### config.mk
export PLATFORM = sky130hd
export DESIGN_NAME = writeback_stage
export DESIGN_NICKNAME = d
export VERILOG_FILES = /design/src/rtl/writeback_stage.sv
export SDC_FILE = /design/constraint.sdc
export NUM_CORES = 1
export LEC_CHECK = 0
export CORE_ASPECT_RATIO = 1.5
export CORE_MARGIN = 5
export CORE_UTILIZATION = 45
export CTS_BUF_LIST = sky130_fd_sc_hd__clkbuf_16
export CTS_CLUSTER_DIAMETER = 50
export DETAILED_ROUTE_END_ITERATION = 16
export GPL_TIMING_DRIVEN = 0
export PLACE_DENSITY = 0.88
export SETUP_SLACK_MARGIN = 0.3
export SYNTH_ARGS = -nofsm -noshare
export SYNTH_HDL_FRONTEND = slang
export SYNTH_SLANG_ARGS = --single-unit
### constraint.sdc
create_clock -name clk -period 1.8 [get_ports clk]
set_clock_uncertainty 0.15 [all_clocks]
set_input_delay 0.18 -clock clk [delete_from_list [all_inputs] [get_ports clk]]
set_output_delay 0.18 -clock clk [all_outputs]
set_load 0.05 [all_outputs]
### src/rtl/writeback_stage.sv
// WB stage of the RV32I pipeline: MEM/WB register, load alignment/extension, register file write port.
// Optional WB_BYPASS_EN adds fwd_valid/fwd_rd/fwd_data copies of the write port for decode forwarding.
module writeback_stage #(
    parameter int CNT_W = 32
) (
    input  logic             clk,
    input  logic             rst,
    input  logic             m_valid,
    output logic             m_ready,
    input  logic             m_reg_write,
    input  logic [4:0]       m_rd,
    input  logic [1:0]       m_result_src,
    input  logic [31:0]      m_alu_result,
    input  logic [31:0]      m_read_data,
    input  logic [31:0]      m_pc_plus4,
    input  logic [2:0]       m_funct3,
    input  logic             hold,
    input  logic             flush,
    output logic             WE3,
    output logic [4:0]       A3,
    output logic [31:0]      WD3,
    output logic [CNT_W-1:0] retire_cnt,
    output logic             load_err
`ifdef WB_BYPASS_EN
    ,
    output logic             fwd_valid,
    output logic [4:0]       fwd_rd,
    output logic [31:0]      fwd_data
`endif
);

    // Handshake: an entry moves from MEM into WB on a posedge where m_valid and m_ready
    // are both high and flush is low; m_ready drops only while a held entry occupies WB.
    logic        wb_valid;
    logic        written;
    logic        reg_write_q;
    logic [4:0]  rd_q;
    logic [1:0]  result_src_q;
    logic [31:0] alu_result_q;
    logic [31:0] read_data_q;
    logic [31:0] pc_plus4_q;
    logic [2:0]  funct3_q;

    logic [1:0]  sel;
    logic [7:0]  byte_sel;
    logic [15:0] half_sel;
    logic [31:0] load_data;
    logic [31:0] result;
    logic        misaligned;
    logic        first_cycle;

    assign m_ready     = !hold || !wb_valid;
    assign sel         = alu_result_q[1:0];
    assign first_cycle = wb_valid && !written;

    always_comb begin
        byte_sel  = read_data_q[7:0];
        half_sel  = sel[1] ? read_data_q[31:16] : read_data_q[15:0];
        load_data = 32'd0;
        case (sel)
            2'd0: byte_sel = read_data_q[7:0];
            2'd1: byte_sel = read_data_q[15:8];
            2'd2: byte_sel = read_data_q[23:16];
            2'd3: byte_sel = read_data_q[31:24];
            default: byte_sel = read_data_q[7:0];
        endcase
        case (funct3_q)
            3'b000: load_data = {{24{byte_sel[7]}}, byte_sel};
            3'b100: load_data = {24'd0, byte_sel};
            3'b001: load_data = {{16{half_sel[15]}}, half_sel};
            3'b101: load_data = {16'd0, half_sel};
            3'b010: load_data = read_data_q;
            default: load_data = 32'd0;
        endcase
    end

    always_comb begin
        result     = alu_result_q;
        misaligned = 1'b0;
        case (result_src_q)
            2'b01: result = load_data;
            2'b10: result = pc_plus4_q;
            default: result = alu_result_q;
        endcase
        // Only loads can be misaligned; illegal load widths are treated the same way.
        if (result_src_q == 2'b01) begin
            case (funct3_q)
                3'b001, 3'b101: misaligned = sel[0];
                3'b010:         misaligned = (sel != 2'd0);
                3'b011, 3'b110, 3'b111: misaligned = 1'b1;
                default:        misaligned = 1'b0;
            endcase
        end
    end

    assign WE3 = first_cycle && reg_write_q && (rd_q != 5'd0) && !misaligned;
    assign A3  = wb_valid ? rd_q : 5'd0;
    assign WD3 = wb_valid ? result : 32'd0;

`ifdef WB_BYPASS_EN
    assign fwd_valid = WE3;
    assign fwd_rd    = A3;
    assign fwd_data  = WD3;
`endif

    always_ff @(posedge clk or negedge rst) begin
        if (!rst) begin
            wb_valid     <= 1'b0;
            written      <= 1'b0;
            reg_write_q  <= 1'b0;
            rd_q         <= 5'd0;
            result_src_q <= 2'd0;
            alu_result_q <= 32'd0;
            read_data_q  <= 32'd0;
            pc_plus4_q   <= 32'd0;
            funct3_q     <= 3'd0;
            retire_cnt   <= '0;
            load_err     <= 1'b0;
        end else begin
            if (first_cycle) begin
                retire_cnt <= retire_cnt + 1'b1;
            end
            if (first_cycle && misaligned) begin
                load_err <= 1'b1;
            end
            if (wb_valid) begin
                written <= 1'b1;
            end
            // Flush wins over capture; a new capture overrides the written mark above.
            if (flush) begin
                wb_valid <= 1'b0;
            end else if (m_ready) begin
                if (m_valid) begin
                    wb_valid     <= 1'b1;
                    written      <= 1'b0;
                    reg_write_q  <= m_reg_write;
                    rd_q         <= m_rd;
                    result_src_q <= m_result_src;
                    alu_result_q <= m_alu_result;
                    read_data_q  <= m_read_data;
                    pc_plus4_q   <= m_pc_plus4;
                    funct3_q     <= m_funct3;
                end else begin
                    wb_valid <= 1'b0;
                end
            end
        end
    end

endmodule

==> results.ini <==
[outcome]
status = finished with violations
violations = setup timing

[timing]
final-setup-viol-count = 167
fin_crit_ps = 2630
worst_pin_slew_ps = 630
worst_hold_slack_ps = 141
max_freq_ghz = 0.380
hold_violations = 0
relSlewSlack_pct = 58.0
finalCritPeriodShare_pct = 146
slew_violations = 0
setup_slack_ps = -831
rsz0062_at_grt = yes

[synth]
yosys.area_share.adder_pct = 0.523
synth_warnings = 0
yosys.area.top_type = dfrtp_1
ys_ff_latch = 142
synth.area.mux_share_pct = 19.4
async_flop_share_pct = 100
synth-simple-area-share_pct = 10.8
synthTopCellsByArea = dfrtp_1 (50%), mux2_2 (16%), xnor2_1 (3.2%)
synth_xor_area_share_pct = 3.79
synth_common_cells = dfrtp_1 (142), mux2_2 (105), nand2_1 (60)
syn_inst = 607
synth_top_family_by_area = multiplexers
syn_area_sq_um = 7170
synth.net_count = 722
syn_area_per_cell_sq_um = 11.8
yosysSeqAreaShare_pct = 49.5
synth_compound_area_share_pct = 12.5
synth-edff-count = 0
synth_cell_type_count = 56
netlist.area_leader.share_pct = 49.5
synth_most_common_cell = dfrtp_1
synth_flop_cell = dfrtp_1

[worst_setup_path]
crit_type = reg2out
worst_setup_path_start_kind = flip-flop
r2r_slack_ps = -360
worstPathArrival_ps = 2300
crit_path_end_kind = output pin
crit_fanout = 8
cp.required_ps = 1470

[cts]
cts_buffers = 17
cts_num_sinks = 142
cts.clk_slew.worst_paths_ps = 70
clock_latency_ps = 440
clock_path_buffers = 2
clockRootBuffer = clkbuf_16
cts_tree = done
htreeDepth = 4

[finish]
num-nets-final = 1004
final_layout_size_suffix_gt1_share_pct = 57.6
antenna_cells = 0
syn_to_final_growth_pct = 70.4
final_cell_count_no_fill = 1105
fin_util_pct = 78.2

[detailed_routing]
num_vias = 6956
dr.pass1.iters = 6
drt.antenna.violating_nets = 0
drc = 0
finalWirelength_mm = 31.1
viasPerCell = 6.30
avgRoutedWirePerCell_um = 28.1
drt_iter0_drc = 766

[global_route]
gr-total-overflow = 0
grt_pass1_wl_mm = 44.2
grt_max_degree = 80
antenna_found_initial = 0
grt_pass1_vias = 7363
grt_usage_pct = 31.4

[placement]
routabilityCongestion = 0.897
numPortBuffers = 183
preCtsSetupSlack_ps = -1040
dp_cells = 994
dp_hpwl_mm = 17.5

[die]
die_width_um = 113
die_h_um = 165
start_util_pct = 45.9
io_pins = 184
die-area_sq_um = 18600
rows = 56
core_sq_um = 15600

[power_and_ir_drop]
max-vdd-ir-drop_mv = 0.801
power_density_nw_per_um2 = 1110
leakage_nw = 5.04

[job]
maxCapViolCount = 0

[hold_path]
hp-class = in2async

==> flip-flops by register name, summed over array words and instances, names as in the netlist <==
register,cells
funct3_q,3
reg_write_q,1
rd_q,5
read_data_q,32
retire_cnt,32
alu_result_q,32
wb_valid,1
pc_plus4_q,32
result_src_q,2
load_err,1
written,1
==> metal layers <==
metal  track usage [%]  wire, um  vias to the layer above
met5                 0         0                        -
met4              19.0      2510                        0
met3              5.98      2350                      184
met2              56.3     15900                      551
met1              33.9     10400                     3412
li1                  -         -                     2809
==> metrics by stage <==
stage	power [mW]	TNS (ps)	cell area, sq um
after floorplan	7.09	-6150	8120
after global placement	8.27	-799000	10200
after detailed placement	8.41	-45360	10200
after CTS	12.8	-31420	11900
after global routing	13.8	-56390	12200
final	13.5	-53270	12200
==> layout make-up <==
class	count	area [sq um]
Buffer	44	584
Clock buffer	17	425
Clock inverter	15	148
Fill cell	786	3400
Inverter	7	46.3
Multi-Input combinational cell	414	4530
Sequential cell	142	3590
Tap cell	203	254
Timing Repair Buffer	263	2640
==> cell families after synthesis <==
group,count (synthesis)
compound gates,125
mux,122
simple gates,133
fa+ha+maj,3
xor+xnor,31
buf+inv,51
flops,142
==> timing repair <==
action                                  CTS  global route
cloned                                    6             1
hold buffers                              1             0
pin swaps                                57            27
setup buffers                            53            18
endpoints found under the setup margin  208           190
endpoints found under the hold margin    63             0
gates resized for setup                 562            60
==> worst max-delay path, cell delays in order, from the launching register on <==
cell	delay, ps
dfrtp_2	460
buf_6	160
nand2b_2	180
o21bai_4	130
a222oi_1	600
a211oi_4	150
buf_6	190
==> power breakdown <==
group	leakage, nW	total, mW	internal (mW)	switching, mW
Combinational	3.07	5.62	2.48	3.14
Clock	0.280	3.64	2.04	1.60
Sequential	1.69	4.27	3.68	0.597
Total	5.04	13.5	8.19	5.33
==> cell usage in the layout (no fill, tap or decap), types with 18 or more instances in the layout <==
| cell type | instances |
|---|---|
| buf_2 | 35 |
| dfrtp_2 | 27 |
| a31oi_4 | 18 |
| xnor2_1 | 23 |
| mux2_2 | 102 |
| clkbuf_16 | 23 |
| buf_4 | 49 |
| nand2_1 | 45 |
| buf_6 | 58 |
| a21oi_1 | 18 |
| buf_8 | 21 |
| dfrtp_1 | 115 |
| clkdlybuf4s50_1 | 110 |
==> path summary, 6_finish.rpt <==
path                                             from                           end  cells after the start
hold reg to reg            retire_cnt[31]$_DFFE_PN0P_    retire_cnt[31]$_DFFE_PN0P_                      1
max in group asynchronous                         rst       funct3_q[2]$_DFFE_PN0P_                      3
setup / recovery              funct3_q[0]$_DFFE_PN0P_                       WD3[13]                      6
setup reg to reg                 wb_valid$_DFFE_PN0P_   read_data_q[20]$_DFFE_PN0P_                     10
min in group clk                       m_pc_plus4[11]    pc_plus4_q[11]$_DFFE_PN0P_                      2
hold / removal                                    rst  alu_result_q[17]$_DFFE_PN0P_                      2
Note: power is estimated with default switching activity, not from simulation.
